File: src/rtl/mips_bus_control_fsm.sv
// Multi-cycle bus sequencer for the MIPS core: FETCH/DECODE/EXEC/MEM/WB
// with waitrequest and mul/div stalls, delay-slot tracking and halt.
//
// Ports:
//   clk, reset        rising-edge clock, async active-high reset
//   opcode, funct     IR fields of the instruction in flight
//   waitrequest       bus stall, holds the current read/write
//   mem_read_req      MemRead from control_unit
//   mem_write_req     MemWrite from control_unit
//   delay_early       instruction is a jump/branch with a delay slot
//   target_is_zero    taken jump/branch target is address 0
//   state             FETCH=0 DECODE=1 EXEC=2 MEM=3 WB=4 STALL=5 HALT=6 FAULT=7
//   active            0 once halted or faulted
//   read, write       bus strobes (never both high)
//   ir_we, pc_we      instruction latch / PC commit
//   reg_we_en         regfile write window
//   hilo_we_en        HI/LO write window
//   delay_slot        current instruction sits in a delay slot
//   bus_error         sticky watchdog flag
//
// Optional feature: define BUS_TIMEOUT_EN to enable the bus watchdog that
// moves to FAULT after TIMEOUT_CYCLES consecutive waitrequest cycles.
module mips_bus_control_fsm #(
  parameter int MULDIV_CYCLES  = 32,
  parameter int TIMEOUT_CYCLES = 1023,
  parameter int CNT_W          = 10
) (
  input  logic       clk,
  input  logic       reset,
  input  logic [5:0] opcode,
  input  logic [5:0] funct,
  input  logic       waitrequest,
  input  logic       mem_read_req,
  input  logic       mem_write_req,
  input  logic       delay_early,
  input  logic       target_is_zero,
  output logic [2:0] state,
  output logic       active,
  output logic       read,
  output logic       write,
  output logic       ir_we,
  output logic       pc_we,
  output logic       reg_we_en,
  output logic       hilo_we_en,
  output logic       delay_slot,
  output logic       bus_error
);

  typedef enum logic [2:0] {
    S_FETCH  = 3'd0,
    S_DECODE = 3'd1,
    S_EXEC   = 3'd2,
    S_MEM    = 3'd3,
    S_WB     = 3'd4,
    S_STALL  = 3'd5,
    S_HALT   = 3'd6,
    S_FAULT  = 3'd7
  } state_t;

  if (MULDIV_CYCLES < 1 || TIMEOUT_CYCLES < 1) begin : g_bad_cfg
    $error("mips_bus_control_fsm: cycle parameters must be >= 1");
  end

  state_t           state_q, state_d;
  logic [CNT_W-1:0] cnt_q, cnt_d;
  logic             delay_slot_q, delay_slot_d;
  logic             halt_pending_q, halt_pending_d;
  logic             from_stall_q, from_stall_d;

`ifdef BUS_TIMEOUT_EN
  logic [CNT_W-1:0] wcnt_q, wcnt_d;
  logic             bus_error_q, bus_error_d;
`endif

  logic is_muldiv;
  logic is_mthilo;

  // MULT/MULTU/DIV/DIVU and MTHI/MTLO, all SPECIAL-opcode encodings
  assign is_muldiv = (opcode == 6'h00) &&
                     (funct[5:2] == 4'b0110);
  assign is_mthilo = (opcode == 6'h00) &&
                     ((funct == 6'h11) || (funct == 6'h13));

  always_comb begin
    state_d        = state_q;
    cnt_d          = cnt_q;
    delay_slot_d   = delay_slot_q;
    halt_pending_d = halt_pending_q;
    from_stall_d   = from_stall_q;
`ifdef BUS_TIMEOUT_EN
    wcnt_d         = '0;
    bus_error_d    = bus_error_q;
`endif
    unique case (state_q)
      S_FETCH: begin
        if (!waitrequest) state_d = S_DECODE;
      end
      S_DECODE: state_d = S_EXEC;
      S_EXEC: begin
        if (is_muldiv) begin
          state_d      = S_STALL;
          cnt_d        = CNT_W'(MULDIV_CYCLES - 1);
          from_stall_d = 1'b1;
        end else if (mem_read_req || mem_write_req) begin
          state_d = S_MEM;
        end else begin
          state_d = S_WB;
        end
      end
      S_STALL: begin
        if (cnt_q == '0) state_d = S_WB;
        else cnt_d = cnt_q - 1'b1;
      end
      S_MEM: begin
        if (!waitrequest) state_d = S_WB;
      end
      S_WB: begin
        from_stall_d = 1'b0;
        // a jump in a delay slot simply reloads the flag
        delay_slot_d = delay_early;
        if (delay_early && target_is_zero)
          halt_pending_d = 1'b1;
        // halt_pending_q was set by the previous WB (the jump)
        state_d = halt_pending_q ? S_HALT : S_FETCH;
      end
      S_HALT:  state_d = S_HALT;
      S_FAULT: state_d = S_FAULT;
    endcase
`ifdef BUS_TIMEOUT_EN
    if ((state_q == S_FETCH || state_q == S_MEM) &&
        waitrequest) begin
      wcnt_d = wcnt_q + 1'b1;
      if (wcnt_q == CNT_W'(TIMEOUT_CYCLES - 1)) begin
        state_d     = S_FAULT;
        bus_error_d = 1'b1;
      end
    end
`endif
  end

  always_ff @(posedge clk or posedge reset) begin
    if (reset) begin
      state_q        <= S_FETCH;
      cnt_q          <= '0;
      delay_slot_q   <= 1'b0;
      halt_pending_q <= 1'b0;
      from_stall_q   <= 1'b0;
`ifdef BUS_TIMEOUT_EN
      wcnt_q         <= '0;
      bus_error_q    <= 1'b0;
`endif
    end else begin
      state_q        <= state_d;
      cnt_q          <= cnt_d;
      delay_slot_q   <= delay_slot_d;
      halt_pending_q <= halt_pending_d;
      from_stall_q   <= from_stall_d;
`ifdef BUS_TIMEOUT_EN
      wcnt_q         <= wcnt_d;
      bus_error_q    <= bus_error_d;
`endif
    end
  end

  // Strobes are gated by reset so a transfer drops the moment reset rises
  always_comb begin
    read       = 1'b0;
    write      = 1'b0;
    ir_we      = 1'b0;
    pc_we      = 1'b0;
    reg_we_en  = 1'b0;
    hilo_we_en = 1'b0;
    if (!reset) begin
      unique case (state_q)
        S_FETCH: begin
          read  = 1'b1;
          ir_we = !waitrequest;
        end
        S_MEM: begin
          read  = mem_read_req;
          write = mem_write_req && !mem_read_req;
        end
        S_WB: begin
          pc_we      = 1'b1;
          reg_we_en  = 1'b1;
          hilo_we_en = from_stall_q || is_mthilo;
        end
        S_DECODE, S_EXEC, S_STALL,
        S_HALT, S_FAULT: begin
          read = 1'b0;
        end
      endcase
    end
  end

  assign state      = state_q;
  assign active     = (state_q != S_HALT) &&
                      (state_q != S_FAULT);
  assign delay_slot = delay_slot_q;

`ifdef BUS_TIMEOUT_EN
  assign bus_error = bus_error_q;
`else
  assign bus_error = 1'b0;
`endif

endmodule

File: config.mk
export PLATFORM = sky130hd
export DESIGN_NAME = mips_bus_control_fsm
export DESIGN_NICKNAME = d
export VERILOG_FILES = /design/src/rtl/mips_bus_control_fsm.sv
export SDC_FILE = /design/constraint.sdc
export NUM_CORES = 1
export LEC_CHECK = 0
export ABC_AREA = 1
export CORE_MARGIN = 5
export CORE_UTILIZATION = 40
export DETAILED_ROUTE_END_ITERATION = 8
export GPL_TIMING_DRIVEN = 0
export PLACE_DENSITY = 0.79
export SYNTH_ARGS = -nofsm -noshare
export SYNTH_HDL_FRONTEND = slang
export SYNTH_SLANG_ARGS = --single-unit
File: constraint.sdc
create_clock -name clk -period 2.8 [get_ports clk]
set_input_delay 0.42 -clock clk [delete_from_list [all_inputs] [get_ports clk]]
set_output_delay 0.42 -clock clk [all_outputs]
set_load 0.1 [all_outputs]
## Word level (Yosys, flattened, before mapping)

Index checks and enable logic that the tools add are counted.

| word-level totals | value |
|---|---|
| flip-flop bits (word level) | 16 |
| bits in writable memories | 0 |
| ROM bits | 0 |
| memories | 0 |
| bits in latches | 0 |
| word-level logic and storage cells | 64 |

| operators by class | value |
|---|---|
| shifts and indexed selects | 0 |
| $mul | 0 |
| multiplexer cells | 22 |
| add/sub/neg operators | 1 |
| divide/modulo/power cells | 0 |
| reductions and logical operators | 19 |
| order comparisons | 0 |
| bitwise gates (word level) | 0 |
| eq/ne operators | 17 |

Operators with widths:

| operator | count |
|---|---|
| $pmux 3 s8 | 1 |
| $mux 10 | 2 |
| $pmux 10 s2 | 1 |
| $mux 3 | 6 |
| $eq 3x3->1 const B | 4 |
| $eq 6x5->1 const B | 2 |
| $logic_not 10->1 | 1 |
| $mux 1 | 10 |
| $ne 2x2->1 const B | 5 |
| $sub 10x1->10 const B | 1 |
| $eq 3x2->1 const B | 2 |
| $logic_not 6->1 | 1 |
| $ne 3x3->1 const B | 2 |
| $reduce_and 3->1 | 2 |
| $logic_and 1x1->1 | 5 |
| $eq 4x3->1 const B | 1 |
| $pmux 1 s2 | 2 |
| $reduce_and 2->1 | 2 |
| $reduce_bool 2->1 | 2 |
| $eq 3x1->1 const B | 1 |
| $logic_not 3->1 | 1 |
| $logic_or 1x1->1 | 3 |
| $logic_not 1->1 | 2 |

## Depth between registers and ports, before layout

| logic depth | value |
|---|---|
| depth after elaboration | 6 |
| depth in mapped cells | 10 |
| gate-level depth less buffers | 10 |

## Least setup slack after synthesis

No wires, ideal clock.

| timing | value |
|---|---|
| path kind | register to output |
| from | reg state_q[2] (netlist: state[2]) |
| to | out hilo_we_en |
| setup slack | -1.698 ns |
| stages on the path, launching flop included | 5 |
| arrival time | 4.078 ns |
| cell sequence | dfrtp_1 -> nand2_1 -> nor2_1 -> inv_1 -> nor2_1 |

| on the way | value |
|---|---|
| longest elaborated chain between the ends | 3 |

RTL lines:

| element | line | source |
|---|---|---|
| start, declared | 64 | `state_t state_q, state_d;` |
| start signal, assigned | 153 | `state_q <= state_d;` |
| $eq 3x3->1 | 174 | `unique case (state_q)` |
| $mux 1 | 174 |  |
| $mux 1 | 173 | `if (!reset) begin` |
| end, declared | 44 | `output logic hilo_we_en,` |

No other way between the ends.

## Final worst setup path

| timing | value |
|---|---|
| from | reg state_q[0] (netlist: state[0]) |
| to | out hilo_we_en |

The elaborated chain is that of the path after synthesis.

==> metrics.txt <==
Synth Cell Area 1130 um2; CP arrival 2.10 ns; Clock Skew 0.00830 ns; WL final 2540 um; yosys warns 0; CP Max Fanout 7; post-synth top area cell dfrtp_1; largest net degree at the start of global routing 16; status complete, no violations; Lkg Pwr 0.000719 uW; routed vias/inst 4.84; CTS tree yes; vias in the first global route 995; Root Buffer clkbuf_4; pwr dens 280 nW/um2; top post-synthesis cells by area dfrtp_1 (35%), nand2_1 (13%), inv_1 (7.6%), nor2_1 (7.0%), nand3_1 (6.6%); area of the die 4000 um2; GRT overflow 0; top post-synthesis cells by count nand2_1 (40), inv_1 (23), nor2_1 (21); Synth Area per Inst 7.08 um2; CTS H-tree depth 1; Clock transition at path regs 0.10 ns; Final Max Tran Viols 0; kind of start point of the critical path flip-flop; DRC 0; max incr delay on CP 0.55 ns; Async SR Flop Fraction 100%; row count 19; number of diodes 0; CP Data Required Time 2.38 ns; Initial DRT Pass Iterations 4; Die Y 63.2 um; GR Util met1 17.9%; Final Util 56.0%; clk sink count 16; max cap viols 0; CTS Buffer Depth 2; slowest CP cell clkdlybuf4s15_2; most frequent cell after synthesis nand2_1; r2r startpoint cnt_q[0]; Post-synth EDFFs 0; Critical Path Sink Type primary output; DR vias 1090; Hold/Removal Path Class reg -> reg; Top FF cell, synth dfrtp_1; Initial Util 41.5%; io pins 31; Slew headroom 34.0%; Die W 63.2 um; Layout Area Growth over Synthesis 35.0%; Worst-Skew Late Latency 0.30 ns; kind of critical path reg -> out; Slew @ Worst Pin 0.987 ns; Achievable Freq 396 MHz; Finish-stage setup viols 0; post-synth cell types 31; Critical Path Most Common Cell nor2_4; antenna violations before repair 0; Critical Path, Cell by Cell nor2_1 > nand2_1 > nor2_4 > inv_1 > nor2_4 > clkdlybuf4s15_2; Final min period 2.52 ns; CTS hold repair buffers 0; Final ANT Viol Nets 0; initial drt markers 49; worst vdd ir 218 uV; routability congestion estimate 0.857; # port buffers 28; Fillers 252; fin nets 216; total track usage 13.6%; fin crit share 90.1%; layout cells sized above 1 18.0%; R2R setup slack 1.23 ns; unrepaired setup endpoints after global routing no; final hold slack 0.475 ns; hold_sp halt_pending_q; Final Hold Viols 0; sequential-to-total area share from yosys stat 35.3%; Synthesized Nets 180; GR Util met3 2.31%; GR peak layer met2; Synth Instances 160; core footprint 2730 um2; WL/cell 11.3 um; M2 GR Usage 21.5%; Critical path origin state[0]; Synth top area share 35.3%; DP Wirelength 2030 um; Yosys reg bits 16; first-pass GRT wire length 4400 um; cts bufs inserted 3
-- area by class of cell --
cell class                 count  area [um2]  share of cell area (%)
buffer                         3        26.3                    1.72
clock buffer                   3        22.5                    1.47
inverter                      25         103                    6.70
multi-input combinational    116         642                    41.9
sequential                    16         400                    26.2
tap                           31        38.8                    2.53
timing repair buffer          31         298                    19.5
-- critical path, delay by kind of cell (launching register included) --
family	cells	cell delay, ns
flip-flops	1	0.49
buffers and inverters	2	0.62
AND/OR/NAND/NOR	4	0.68
-- worst paths after layout --
check                                 end  cells past startpoint
hold reg to reg            halt_pending_q                      2
setup reg to reg                 cnt_q[7]                     10
min in group asynchronous      delay_slot                      3
hold / removal             halt_pending_q                      2
setup / recovery               hilo_we_en                      6
max in group asynchronous        cnt_q[9]                      3
-- stage by stage --
stage | power, uW | TNS (ns) | setup slack (ns) | area (um2) | std cells
detailed placement | 301 | -2.55 | -0.784 | 1490 | 219
finish | 429 | 0 | 0.277 | 1530 | 225
global placement | 301 | -2.44 | -0.760 | 1490 | 219
global route | 444 | 0 | 0.0987 | 1530 | 225
floorplan | 269 | -0.219 | -0.219 | 1170 | 160
CTS | 433 | 0 | 0.0606 | 1540 | 225
-- logic make-up after synthesis --
family | after synthesis | synth area share, %
AO/OA/AOI/OAI | 22 | 11.7
XOR/XNOR | 2 | 1.55
adder cells (fa/ha/maj) | 1 | 1.10
buffers and inverters | 28 | 11.0
flip-flops | 16 | 35.3
multiplexers | 1 | 0.993
other | 1 | 0.331
AND/OR/NAND/NOR | 89 | 38.0
-- state kept, by name, indices dropped and copies added, names as in the netlist --
signal and cells:
from_stall_q 1, delay_slot 1, cnt_q 10, state 3
halt_pending_q 1
-- power by group --
group | internal [uW] | switching, uW | total [uW]
combinational | 30.5 | 34.8 | 65.3
sequential | 232 | 2.23 | 235
clock | 50.1 | 78.6 | 129
-- layout by cell type (no fill, tap or decap), drive strengths merged --
| master | instances |
|---|---|
| a31oi | 1 |
| nand2 | 43 |
| o21ai | 14 |
| nand3b | 1 |
| nor3 | 1 |
| or2 | 1 |
| buf | 6 |
| conb | 1 |
| nor2 | 22 |
| clkdlybuf4s50 | 22 |
| dfrtp | 16 |
| a41oi | 1 |
| nand3 | 17 |
| clkdlybuf4s15 | 4 |
| xor2 | 2 |
| clkinvlp | 1 |
| a21oi | 5 |
| nand4 | 3 |
| and2 | 1 |
| mux2 | 1 |
| ha | 1 |
| inv | 24 |
| clkbuf | 5 |
| o31ai | 1 |
-- repair_timing --
action | 4_1_cts | 5_1_grt
resized for setup | 15 | 4
buffers inserted | 3 | 0
setup endpoints to repair | 6 | 2
hold endpoints to repair | 0 | 0
-- layer usage --
metal | share of wire, % | routed length [um]
met1 | 50 | 1280
met2 | 45 | 1150
met3 | 2.0 | 52
met4 | 2.1 | 54
met5 | 0 | 0
No activity file was read; power rests on OpenSTA's default activity.
